`config.mk`:
```
export PLATFORM = sky130hd
export DESIGN_NAME = muldiv_unit_flat
export DESIGN_NICKNAME = d
export VERILOG_FILES = /design/src/rtl/muldiv_unit_if.sv /design/src/rtl/muldiv_unit.sv /design/src/flat_wrapper.sv
export SDC_FILE = /design/constraint.sdc
export NUM_CORES = 1
export LEC_CHECK = 0
export CAP_MARGIN = 20
export CORE_MARGIN = 4
export CORE_UTILIZATION = 55
export CTS_CLUSTER_SIZE = 25
export DETAILED_ROUTE_END_ITERATION = 10
export GPL_TIMING_DRIVEN = 0
export PLACE_DENSITY = 0.75
export SLEW_MARGIN = 15
export SYNTH_ARGS = -nofsm -noshare
export SYNTH_HDL_FRONTEND = slang
export SYNTH_SLANG_ARGS = --single-unit
```
`constraint.sdc`:
```
create_clock -name clk -period 15.4 [get_ports clk]
set_clock_uncertainty 0.05 [all_clocks]
set_input_delay 1.54 -clock clk [delete_from_list [all_inputs] [get_ports clk]]
set_output_delay 1.54 -clock clk [all_outputs]
set_load 0.1 [all_outputs]
```
`src/rtl/muldiv_unit_if.sv`:
```
// Handshake and HI/LO bundle between the pipeline (master) and the multiply/divide unit (slave).
interface muldiv_unit_if #(
    parameter int WIDTH = 32
);
    logic             start;
    logic [1:0]       op;
    logic [WIDTH-1:0] a;
    logic [WIDTH-1:0] b;
    logic             hi_we;
    logic             lo_we;
    logic [WIDTH-1:0] wdata;
    logic             hilo_rd;
    logic [WIDTH-1:0] hi;
    logic [WIDTH-1:0] lo;
    logic             busy;
    logic             done;
    logic             stall;

    modport master (
        output start, op, a, b, hi_we, lo_we, wdata, hilo_rd,
        input  hi, lo, busy, done, stall
    );

    modport slave (
        input  start, op, a, b, hi_we, lo_we, wdata, hilo_rd,
        output hi, lo, busy, done, stall
    );
endinterface

```
`src/rtl/muldiv_unit.sv`:
```
// Iterative MULT/MULTU/DIV/DIVU unit owning HI/LO: one bit per cycle on magnitudes,
// sign correction in a final FIX cycle.
module muldiv_unit #(
    parameter int WIDTH = 32
) (
    input  logic          clk,
    input  logic          rst,
    muldiv_unit_if.slave  bus
);
    localparam int CW = (WIDTH > 1) ? $clog2(WIDTH) : 1;

    typedef enum logic [1:0] {IDLE, CALC, FIX} state_t;

    state_t             state_reg, state_next;
    logic [CW-1:0]      count_reg;
    logic [WIDTH:0]     acc_reg;       // product high half / partial remainder
    logic [WIDTH-1:0]   lsw_reg;       // multiplier / quotient
    logic [WIDTH-1:0]   opnd_reg;      // multiplicand / divisor magnitude
    logic [WIDTH-1:0]   a_orig_reg;
    logic               is_div_reg;
    logic               neg_reg;
    logic               sign_a_reg;
    logic               div0_reg;
    logic [WIDTH-1:0]   hi_reg, lo_reg;
    logic               done_reg;

    logic               a_neg, b_neg;
    logic [WIDTH-1:0]   a_abs, b_abs;
    logic [WIDTH:0]     mul_sum;
    logic [WIDTH:0]     div_shift, div_trial;
    logic [2*WIDTH-1:0] product, product_fixed;
    logic [WIDTH-1:0]   quo_fixed, rem_fixed;

    assign a_neg = bus.op[0] & bus.a[WIDTH-1];
    assign b_neg = bus.op[0] & bus.b[WIDTH-1];
    assign a_abs = a_neg ? -bus.a : bus.a;
    assign b_abs = b_neg ? -bus.b : bus.b;

    assign mul_sum   = acc_reg + (lsw_reg[0] ? {1'b0, opnd_reg} : {(WIDTH+1){1'b0}});
    assign div_shift = {acc_reg[WIDTH-1:0], lsw_reg[WIDTH-1]};
    assign div_trial = div_shift - {1'b0, opnd_reg};

    assign product       = {acc_reg[WIDTH-1:0], lsw_reg};
    assign product_fixed = neg_reg ? -product : product;
    assign quo_fixed     = neg_reg ? -lsw_reg : lsw_reg;
    assign rem_fixed     = sign_a_reg ? -acc_reg[WIDTH-1:0] : acc_reg[WIDTH-1:0];

    always_ff @(posedge clk or posedge rst) begin
        if (rst) begin
            state_reg <= IDLE;
        end else begin
            state_reg <= state_next;
        end
    end

    always_comb begin
        state_next = state_reg;
        case (state_reg)
            IDLE:    if (bus.start) state_next = CALC;
            CALC:    if (count_reg == '0) state_next = FIX;
            FIX:     state_next = IDLE;
            default: state_next = IDLE;
        endcase
    end

    always_ff @(posedge clk or posedge rst) begin
        if (rst) begin
            count_reg  <= '0;
            acc_reg    <= '0;
            lsw_reg    <= '0;
            opnd_reg   <= '0;
            a_orig_reg <= '0;
            is_div_reg <= 1'b0;
            neg_reg    <= 1'b0;
            sign_a_reg <= 1'b0;
            div0_reg   <= 1'b0;
            hi_reg     <= '0;
            lo_reg     <= '0;
            done_reg   <= 1'b0;
        end else begin
            done_reg <= (state_reg == FIX);
            case (state_reg)
                IDLE: begin
                    if (bus.start) begin
                        count_reg  <= CW'(WIDTH - 1);
                        acc_reg    <= '0;
                        lsw_reg    <= bus.op[1] ? a_abs : b_abs;
                        opnd_reg   <= bus.op[1] ? b_abs : a_abs;
                        a_orig_reg <= bus.a;
                        is_div_reg <= bus.op[1];
                        neg_reg    <= a_neg ^ b_neg;
                        sign_a_reg <= a_neg;
                        div0_reg   <= bus.op[1] & (bus.b == '0);
                    end else begin
                        // MTHI/MTLO only land when no operation is being launched
                        if (bus.hi_we) hi_reg <= bus.wdata;
                        if (bus.lo_we) lo_reg <= bus.wdata;
                    end
                end
                CALC: begin
                    count_reg <= count_reg - 1'b1;
                    if (is_div_reg) begin
                        if (!div_trial[WIDTH]) begin
                            acc_reg <= div_trial;
                            lsw_reg <= {lsw_reg[WIDTH-2:0], 1'b1};
                        end else begin
                            acc_reg <= div_shift;
                            lsw_reg <= {lsw_reg[WIDTH-2:0], 1'b0};
                        end
                    end else begin
                        acc_reg <= {1'b0, mul_sum[WIDTH:1]};
                        lsw_reg <= {mul_sum[0], lsw_reg[WIDTH-1:1]};
                    end
                end
                FIX: begin
                    if (!is_div_reg) begin
                        hi_reg <= product_fixed[2*WIDTH-1:WIDTH];
                        lo_reg <= product_fixed[WIDTH-1:0];
                    end else if (div0_reg) begin
                        hi_reg <= a_orig_reg;
                        lo_reg <= '1;
                    end else begin
                        hi_reg <= rem_fixed;
                        lo_reg <= quo_fixed;
                    end
                end
                default: ;
            endcase
        end
    end

    assign bus.hi    = hi_reg;
    assign bus.lo    = lo_reg;
    assign bus.busy  = (state_reg != IDLE);
    assign bus.done  = done_reg;
    assign bus.stall = bus.busy & (bus.hilo_rd | bus.start);
endmodule

```
`src/flat_wrapper.sv`:
```
// flat-port wrapper written by rule: the top's interface ports become plain ports
module muldiv_unit_flat 
#(
    parameter int WIDTH = 32
)
  (clk, rst, bus_start, bus_op, bus_a, bus_b, bus_hi_we, bus_lo_we, bus_wdata, bus_hilo_rd, bus_hi, bus_lo, bus_busy, bus_done, bus_stall);
  muldiv_unit_if #(.WIDTH(WIDTH)) bus_i ();
  input  logic clk;
  input  logic rst;
  input wire logic [$bits(bus_i.start)-1:0] bus_start;
  input wire logic [$bits(bus_i.op)-1:0] bus_op;
  input wire logic [$bits(bus_i.a)-1:0] bus_a;
  input wire logic [$bits(bus_i.b)-1:0] bus_b;
  input wire logic [$bits(bus_i.hi_we)-1:0] bus_hi_we;
  input wire logic [$bits(bus_i.lo_we)-1:0] bus_lo_we;
  input wire logic [$bits(bus_i.wdata)-1:0] bus_wdata;
  input wire logic [$bits(bus_i.hilo_rd)-1:0] bus_hilo_rd;
  output wire logic [$bits(bus_i.hi)-1:0] bus_hi;
  output wire logic [$bits(bus_i.lo)-1:0] bus_lo;
  output wire logic [$bits(bus_i.busy)-1:0] bus_busy;
  output wire logic [$bits(bus_i.done)-1:0] bus_done;
  output wire logic [$bits(bus_i.stall)-1:0] bus_stall;
  assign bus_i.start = bus_start;
  assign bus_i.op = bus_op;
  assign bus_i.a = bus_a;
  assign bus_i.b = bus_b;
  assign bus_i.hi_we = bus_hi_we;
  assign bus_i.lo_we = bus_lo_we;
  assign bus_i.wdata = bus_wdata;
  assign bus_i.hilo_rd = bus_hilo_rd;
  assign bus_hi = bus_i.hi;
  assign bus_lo = bus_i.lo;
  assign bus_busy = bus_i.busy;
  assign bus_done = bus_i.done;
  assign bus_stall = bus_i.stall;
  muldiv_unit #(.WIDTH(WIDTH)) u_core (.clk(clk), .rst(rst), .bus(bus_i));
endmodule
```
==> metrics.txt <==
minimum clock period just over 6 ns; Setup TNS 0 ns; DRT Pass-1 Iters 11; CTS Root Cell clkbuf_16; Yosys top cell area share slightly above 30%; Most used DFF post-synth dfrtp_1; Synth area leaders dfrtp_1 (30%), nand2_1 (6.9%), o21ai_0 (6.3%); RSZ-0062 raised after global routing no; hold-fix buffers at CTS 0; measured slew at the worst slew-check pin between 1 and 1.5 ns; sequential fraction of the synthesis area 30.4%; Cell variety after synth 84; area leader, netlist dfrtp_1; gpl congestion about 1.1; share of cells above drive strength 1 slightly below 4%; Synth-to-Final Area Change 18.0%; max reg flops 33; largest net degree at the start of global routing between 80 and 90; Slew Viols, Final 0; area of the core 0.0300 mm²; syn_nets ~2300; global-route usage over all layers 43.0%; CP max FO 10; n_diodes 0; Max H-tree Level 1; status finished, violations left; HPWL after detailed placement 60.1 mm; die width roughly 180 µm; # setup viols final 0; Hold Fails Final Rpt 0; routed vias/inst slightly below 7; initial drt markers 2889; cts repair resizes 0; cts bufs inserted 24; Core Rows between 60 and 70; CTS tree yes; Synth Warn # 0; DRC viols 2; Max Fclk approximately 160 MHz; failing checks DRC; number of synthesized flops with an enable pin 0; later-pin clock latency in the skew report about 0.54 ns; initial antenna violation count 1; first-pass GRT wire length 111 mm; Avg Synthesized Cell Area 7.81 µm²; R2R Path Start u_core.acc_reg[0]; R2R setup slack between 9 and 10 ns; Critical Path RT 15.74 ns; slew margin rel. approximately a quarter; grt total ovfl 0; die area 0.0336 mm²; CTS Sinks 205; Initial Util roughly 56%; setup bufs post-CTS 0; Crit Path Category reg -> reg; Final #Nets between 2000 and 3000; Hold Crit Start u_core.bus.lo[8]; clk slew on worst S/H paths around 0.060 ns; WP data arrival between 6 and 7 ns; CP endpoint kind register; IO Port Bufs approximately 170; Critical Path Start u_core.acc_reg[0]; CP Launch Type register; asr flop ratio synth 100%; Max-Cap Viols 0; Clock Path Buffers 3; final wirelength between 70 and 80 mm; via count about 19000; #FFs+latches synth around 210; final worst-path cycle share about 40%; Die Ht about 180 µm; min-delay worst type reg -> reg; Post-DRT Antenna Nets 0; # IOs between 150 and 200; vias in the first global route approximately 18000; WL per Instance about 27 µm; Synth Instances 2162; Mapped Area 0.0169 mm²
## metrics by stage
stage / cell area [µm²] / hold WS (ns) / util [%] / setup WS, ns / instances
floorplan: 16900 / 0.390 / - / 8.21 / 2162
global route: 19900 / 0.464 / 66.5 / 9.22 / 2767
global placement: 19100 / 0.412 / 63.7 / 5.59 / 2721
finish: 19900 / 0.434 / 66.5 / 9.30 / 2767
detailed placement: 19100 / 0.420 / 63.9 / 9.78 / 2723
CTS: 19900 / 0.433 / 66.5 / 9.72 / 2767
## path summary, 6_finish.rpt
kind,end,cells after the start
max,u_core.acc_reg[10],17
min,u_core.bus.lo[8],2
max reg2reg,u_core.acc_reg[10],17
min reg2reg,u_core.bus.lo[8],2
max in group asynchronous,u_core.opnd_reg[17],3
min in group asynchronous,u_core.acc_reg[25],2
## cell type report
type | count | area, µm²
Fill cell | 2588 | 10000
Buffer | 148 | 672
Tap cell | 390 | 488
Multi-Input combinational cell | 1735 | 10800
Sequential cell | 205 | 5130
Timing Repair Buffer | 171 | 1750
Clock buffer | 33 | 664
Clock inverter | 11 | 134
Inverter | 74 | 285
## layout by cell type, fill, tap and decap left out, types with 36 or more instances in the layout
master	synthesis	routed
clkbuf_1	112	118
o21ai_0	214	214
o22ai_1	47	47
inv_1	73	72
mux2i_1	63	63
xnor2_1	96	96
clkdlybuf4s50_1	0	169
nand3_1	53	53
o211ai_1	39	39
ha_1	72	72
a211oi_1	36	36
dfrtp_1	205	205
nor3_1	36	36
a21oi_1	157	157
nor2_1	176	176
nand2_1	312	312
xor2_1	74	74
## critical path, cell delays in order (launching register included)
cell      delay, ns
dfrtp_1        0.67
inv_1          0.39
fa_1           0.54
nand2b_1       0.19
a21oi_1        0.18
o211ai_1       0.28
a21o_1         0.31
o21a_1         0.25
o21ai_0        0.33
o21ai_0        0.14
a21oi_1        0.30
ha_1           0.17
clkbuf_1       0.36
buf_1          0.71
buf_1          0.62
o22ai_1        0.19
a21oi_1        0.16
o21ai_0        0.09
## cell usage after synthesis, types with 26 or more instances
cell / instances
a211oi_1: 36
a21o_1: 33
a21oi_1: 157
a31oi_1: 33
clkbuf_1: 112
dfrtp_1: 205
ha_1: 72
inv_1: 73
mux2i_1: 63
nand2_1: 312
nand3_1: 53
nor2_1: 176
nor3_1: 36
o211ai_1: 39
o21ai_0: 214
o22ai_1: 47
o31ai_1: 26
xnor2_1: 96
xor2_1: 74
## cell families (layout without fill, tap and decap cells)
logic type / count (synthesis) / after routing / synth area share [%]
AO/OA/AOI/OAI: 706 / 706 / 26.2
XOR/XNOR: 170 / 170 / 8.82
adder cells (fa/ha/maj): 74 / 74 / 5.57
buffers and inverters: 222 / 437 / 5.62
flip-flops: 205 / 205 / 30.4
multiplexers: 67 / 67 / 4.00
AND/OR/NAND/NOR: 718 / 718 / 19.4
## layer usage
| metal | global-route usage (%) | wire [µm] | up-vias |
|---|---|---|---|
| li1 | - | - | 8253 |
| met1 | 56.3 | 28200 | 8999 |
| met2 | 63.4 | 31300 | 1490 |
| met3 | 12.8 | 9880 | 359 |
| met4 | 24.6 | 5840 | 2 |
| met5 | 0 | 13 | - |
Power is left out: the tool's default activity adds up to more than one toggle a clock period on the data nets, which glitch-free logic cannot reach.
